### src/rtl/clk_div_bank.sv
// Pixel-rate strobe/square-wave generator plus NCH programmable blink channels, all on CLK_NX.
// Optional macro DIVBANK_PIXSYNC_EN: channel counters advance only on pixel-tick edges.
module clk_div_bank #(
    parameter int PIX_DIV      = 4,
    parameter int NCH          = 2,
    parameter int CW           = 24,
    parameter int DEFAULT_HALF = 12500000
) (
    input  logic              CLK_NX,
    input  logic              reset,
    output logic              pix_tick,
    output logic              pix_level,
    input  logic [NCH-1:0]    ch_en,
    input  logic [NCH-1:0]    ch_load,
    input  logic [NCH*CW-1:0] ch_half,
    output logic [NCH-1:0]    ch_level,
    output logic [NCH-1:0]    ch_tick,
    output logic [NCH-1:0]    ch_err
);

    localparam int              PCW     = $clog2(PIX_DIV);
    localparam logic [PCW-1:0]  PC_LAST = PCW'(PIX_DIV - 1);
    localparam logic [PCW-1:0]  PC_MID  = PCW'(PIX_DIV / 2 - 1);
    localparam logic [PCW-1:0]  PC_ONE  = PCW'(1);
    localparam logic [CW-1:0]   H_RESET = CW'(DEFAULT_HALF);
    localparam logic [CW-1:0]   CW_ZERO = CW'(0);
    localparam logic [CW-1:0]   CW_ONE  = CW'(1);

    logic [PCW-1:0] pc_r;
    logic           pix_tick_r;
    logic           pix_level_r;
    logic           pc_wrap_s;
    logic           adv_s;

    logic [CW-1:0]  half_s [NCH];
    logic [CW-1:0]  h_r    [NCH];
    logic [CW-1:0]  h_s    [NCH];
    logic [CW-1:0]  c_r    [NCH];
    logic [CW-1:0]  c_s    [NCH];
    logic [NCH-1:0] lvl_r, lvl_s;
    logic [NCH-1:0] tick_r, tick_s;
    logic [NCH-1:0] err_r, err_s;

    assign pc_wrap_s = (pc_r == PC_LAST);

`ifdef DIVBANK_PIXSYNC_EN
    assign adv_s = pc_wrap_s;
`else
    assign adv_s = 1'b1;
`endif

    genvar gi;
    generate
        for (gi = 0; gi < NCH; gi++) begin : g_slice
            assign half_s[gi] = ch_half[gi*CW +: CW];
        end
    endgenerate

    // Free-running pixel counter with its tick and 50 % level.
    always_ff @(posedge CLK_NX) begin
        if (reset) begin
            pc_r        <= '0;
            pix_tick_r  <= 1'b0;
            pix_level_r <= 1'b0;
        end else begin
            pc_r        <= pc_wrap_s ? '0 : pc_r + PC_ONE;
            pix_tick_r  <= pc_wrap_s;
            pix_level_r <= (pc_wrap_s || (pc_r == PC_MID)) ? ~pix_level_r : pix_level_r;
        end
    end

    // Per-channel next state: load beats disable, disable beats counting.
    always_comb begin
        for (int i = 0; i < NCH; i++) begin
            h_s[i]    = h_r[i];
            c_s[i]    = c_r[i];
            lvl_s[i]  = lvl_r[i];
            tick_s[i] = 1'b0;
            err_s[i]  = err_r[i];
            if (ch_load[i]) begin
                c_s[i] = CW_ZERO;
                if (half_s[i] != CW_ZERO) begin
                    h_s[i] = half_s[i];
                end else begin
                    err_s[i] = 1'b1;
                end
            end else if (!ch_en[i]) begin
                c_s[i]   = CW_ZERO;
                lvl_s[i] = 1'b0;
            end else if (adv_s) begin
                if (c_r[i] == h_r[i] - CW_ONE) begin
                    c_s[i]    = CW_ZERO;
                    lvl_s[i]  = ~lvl_r[i];
                    tick_s[i] = 1'b1;
                end else begin
                    c_s[i] = c_r[i] + CW_ONE;
                end
            end else begin
                c_s[i] = c_r[i];
            end
        end
    end

    // Channel state registers.
    always_ff @(posedge CLK_NX) begin
        if (reset) begin
            for (int i = 0; i < NCH; i++) begin
                h_r[i] <= H_RESET;
                c_r[i] <= CW_ZERO;
            end
            lvl_r  <= '0;
            tick_r <= '0;
            err_r  <= '0;
        end else begin
            for (int i = 0; i < NCH; i++) begin
                h_r[i] <= h_s[i];
                c_r[i] <= c_s[i];
            end
            lvl_r  <= lvl_s;
            tick_r <= tick_s;
            err_r  <= err_s;
        end
    end

    assign pix_tick  = pix_tick_r;
    assign pix_level = pix_level_r;
    assign ch_level  = lvl_r;
    assign ch_tick   = tick_r;
    assign ch_err    = err_r;

endmodule
### config.mk
export PLATFORM = sky130hd
export DESIGN_NAME = clk_div_bank
export DESIGN_NICKNAME = d
export VERILOG_FILES = /design/src/rtl/clk_div_bank.sv
export SDC_FILE = /design/constraint.sdc
export NUM_CORES = 1
export LEC_CHECK = 0
export ABC_AREA = 1
export CAP_MARGIN = 5
export CORE_MARGIN = 4
export CORE_UTILIZATION = 38
export CTS_CLUSTER_DIAMETER = 200
export DETAILED_ROUTE_END_ITERATION = 12
export SLEW_MARGIN = 20
export SYNTH_ARGS = -nofsm -noshare
export SYNTH_HDL_FRONTEND = slang
export SYNTH_SLANG_ARGS = --single-unit
### constraint.sdc
create_clock -name CLK_NX -period 2.25 [get_ports CLK_NX]
set_clock_uncertainty 0.15 [all_clocks]
set_input_delay 0.3375 -clock CLK_NX [delete_from_list [all_inputs] [get_ports CLK_NX]]
set_output_delay 0.3375 -clock CLK_NX [all_outputs]
set_load 0.01 [all_outputs]
==> metrics.md <==
| Metric | Value |
|---|---|
| Clock transition at the registers of the reported paths | approximately 80 ps |
| Yosys warnings | 0 |
| #FFs+latches synth | 106 |
| Crit start category | flip-flop |
| Hold Path End | pc_r[0]$_SDFF_PP0_ |
| Place WS | -161 ps |
| Leading cell type in the layout, fill and taps excluded | nand2_1 |
| Type of the most critical hold path | flip-flop to flip-flop |
| Routed WL per cell | 14.2 um |
| Ys flop type | dfxtp_1 |
| Hold Fails Final Rpt | 0 |
| Count of pins over their slew limit | 0 |
| Critical Path Fanout Max | 12 |
| Initial antenna violation count | 0 |
| R2R Path End | c_r[0][26]$_SDFF_PP0_ |
| WP data required | ~2400 ps |
| Clock power frac | 35.7% |
| Die ar. | 19,800 um^2 |
| Placed cell count | around 1,400 |
| Power Total | 4.53 mW |
| R2R setup slack | 3 ps |
| Mean Syn Cell Area | about 6.6 um^2 |
| Comb power frac | 19.4% |
| Synth cell types | 39 |
| Via density | 4.91 |
| Post-Syn Nets | 1,076 |
| Initial DRC count | 453 |
| Die W | approximately 140 um |
| Final Worst Setup Slack | between 2 and 3 ps |
| Detail Route Antenna Nets | 0 |
| Total of max-cap violations | 0 |
| Gate Count Post-Synth | 1,016 |
| # H-tree levels | 3 |
| Largest net degree at the start of global routing | 28 |
| GR Util All Layers | 20.4% |
| # DRC | 0 |
| Routed Wire Length | 20,200 um |
| Worst Hold Depth | 1 |
| Final cycle utilization of the critical path | 99.9% |
| FF-to-FF path depth | 13 |
| Pwr dens | just under 500 nW/um^2 |
| Static leakage | approximately 3.7 nW |
| Maximum vdd ir drop | 348 uV |
| Final core utilization | between 50% and 60% |
| Pint | 3.18 mW |
| HPWL after DPL | 15,700 um |
| Starting Density | 38.7% |
| Core ar. | about 17,000 um^2 |
| Critical R2R Launch | h_r[0][25]$_SDFFE_PP0P_ |
| # diodes | 0 |
| Outcome | finished clean |
| Global route overflow | 0 |
| Number of flops mapped to enable cells by yosys | 0 |
| GPL Wtd Cong | 0.945 |
| Hold Path Origin | pc_r[0]$_SDFF_PP0_ |
| Setup Crit Path Kind | flip-flop to flip-flop |
| Seq/Total Area, Yosys | 31.7% |
| Die height | 141 um |
| Area grow syn2layout | 36.8% |
| CTS Buffer Depth | 2 |
| CP Data Arrival Time | 2350 ps |
| Hold Buf Count CTS | 0 |
| Worst Setup End Kind | flip-flop |
| Setup violators final | 0 |
| Least-Margin Pin Slew | about 470 ps |
| Mapped cell area | 6700 um^2 |
| Vias in the first global route | approximately 6,500 |
| Fin cells | 1,418 |
| CTS tree | yes |
| Filler instances | 1,689 |
| First-pass GRT wire length | between 30,000 and 40,000 um |
| Part of the power in registers | 44.9% |
| DR pass1 iterations | 5 |
| RSZ-0062 raised after global routing | true |
| Root Buffer Master | clkbuf_16 |
| Asr flop ratio synth | 0% |
| Rows | 48 |
| Final net count | 1,248 |
| Sw frac | 29.9% |
| IO Pins | 62 |
| Fmax | approximately 440 MHz |
| Clk_lat worst skew | 360 ps |
| Total number of vias | between 6,000 and 7,000 |
| PortBufs | 61 |
| Rel. slew slack | 68.6% |
| Num CTS Buffers | 9 |
| CTS Sinks | 106 |
| Commonest non-fill, non-tap cells in the layout | 225 x nand2_1, 127 x nor2_1, 112 x inv_1, 103 x buf_4, 99 x dfxtp_1 |
| Layout cell share with drive strength beyond 1 | 23.6% |
| Crit path time final | ~2200 ps |
| Sw Pwr | between 1 and 1.5 mW |
-- kinds of logic after synthesis --
family / Yosys count / synth area share (%)
AND/OR/NAND/NOR: 619 / 42.8
buffers and inverters: 141 / 8.63
flip-flops: 106 / 31.7
XOR/XNOR: 73 / 9.66
AO/OA/AOI/OAI: 71 / 6.07
adder cells (fa/ha/maj): 6 / 1.12
-- area by class of cell --
| class | count | area, um^2 | area share, % |
|---|---|---|---|
| multi-input combinational | 770 | 4360 | 47.5 |
| sequential | 106 | 2130 | 23.2 |
| timing repair buffer | 181 | 1650 | 18.0 |
| inverter | 120 | 450 | 4.91 |
| tap | 225 | 282 | 3.07 |
| clock buffer | 10 | 239 | 2.61 |
| clock inverter | 6 | 56.3 | 0.614 |
-- worst max-delay path: stages, from the launching register on --
cell and delay, ps:
dfxtp_2 330, buf_6 110, nor2_4 120, nand2_4 90, buf_4 150, o21ai_4 150, nand2_1 70, nand2_1 110
nand4_1 120, nor3b_2 200, nand3_2 160, nand2_4 160, buf_16 170, nor2_2 40
-- synth_stat cells, types with 6 or more instances --
cell / n / area share [%]
nand3_1: 83 / 6.2
nand2_1: 240 / 13
nor4_1: 14 / 1.3
o21ai_0: 34 / 2.5
a21oi_1: 16 / 1.2
nor2_4: 8 / 1.3
o211ai_1: 9 / 1.0
xnor2_1: 27 / 3.5
nor2_2: 27 / 2.5
dfxtp_1: 106 / 32
clkbuf_1: 15 / 0.84
or2_2: 6 / 0.56
nand4_1: 40 / 3.7
nor2_1: 157 / 8.8
xor2_1: 45 / 5.9
ha_1: 6 / 1.1
nand3_2: 7 / 1.0
inv_1: 116 / 6.5
nor3_1: 15 / 1.1
-- state kept, by name, indices dropped and copies added (netlist names) --
name and count:
c_r 48, h_r 48, ch_err 2, ch_level 2
ch_tick 2, pc_r 2, pix_level 1, pix_tick 1
-- timing repair --
action,in CTS,in global routing
pin swaps,11,38
endpoints found under the setup margin,50,53
cloned,2,1
buffers inserted,6,3
gates resized for setup,13,99
hold endpoints to repair,0,0
-- power by group through the flow --
| stage | clock, mW | sequential [mW] | combinational [mW] |
|---|---|---|---|
| after floorplan | 0 | 2.05 | 0.423 |
| after global placement | 0 | 2.07 | 0.766 |
| after detailed placement | 0 | 2.07 | 0.770 |
| after CTS | 1.65 | 2.02 | 0.809 |
| after global routing | 1.75 | 2.04 | 0.976 |
| final | 1.62 | 2.03 | 0.878 |
-- how the worst max path moves through the flow --
| stage | depth (start not counted) | from | endpoint | slack [ps] |
|---|---|---|---|---|
| global placement | 8 | ch_half[24] | h_r[0][24]$_SDFFE_PP0P_ | -170 |
| detailed placement | 10 | ch_half[5] | h_r[0][21]$_SDFFE_PP1P_ | -160 |
| global route | 14 | h_r[0][25]$_SDFFE_PP0P_ | c_r[0][43]$_SDFF_PP0_ | -110 |
| finish | 13 | h_r[0][25]$_SDFFE_PP0P_ | c_r[0][26]$_SDFF_PP0_ | 3 |
| floorplan | 13 | h_r[0][24]$_SDFFE_PP0P_ | c_r[0][32]$_SDFF_PP0_ | 120 |
| CTS | 14 | h_r[0][25]$_SDFFE_PP0P_ | ch_tick[1]$_SDFF_PP0_ | -30 |
-- routing by layer --
metal / global-route usage [%] / share of wire (%) / vias to the layer above
met4: 4.23 / 1.0 / 0
met2: 30.7 / 43 / 177
met3: 3.66 / 5.1 / 19
li1: - / - / 3613
met1: 30.7 / 51 / 3159
met5: 0 / 0 / -
-- per-stage QoR --
step	cell area (um^2)	hold WS (ps)	setup TNS [ps]
2_1_floorplan	6700	259	0
3_3_place_gp	8350	303	-7210
3_5_place_dp	8350	302	-8270
4_1_cts	8770	314	-221
5_1_grt	9170	347	-4000
6_report	9170	310	0
Note: power is estimated with default switching activity, not from simulation.
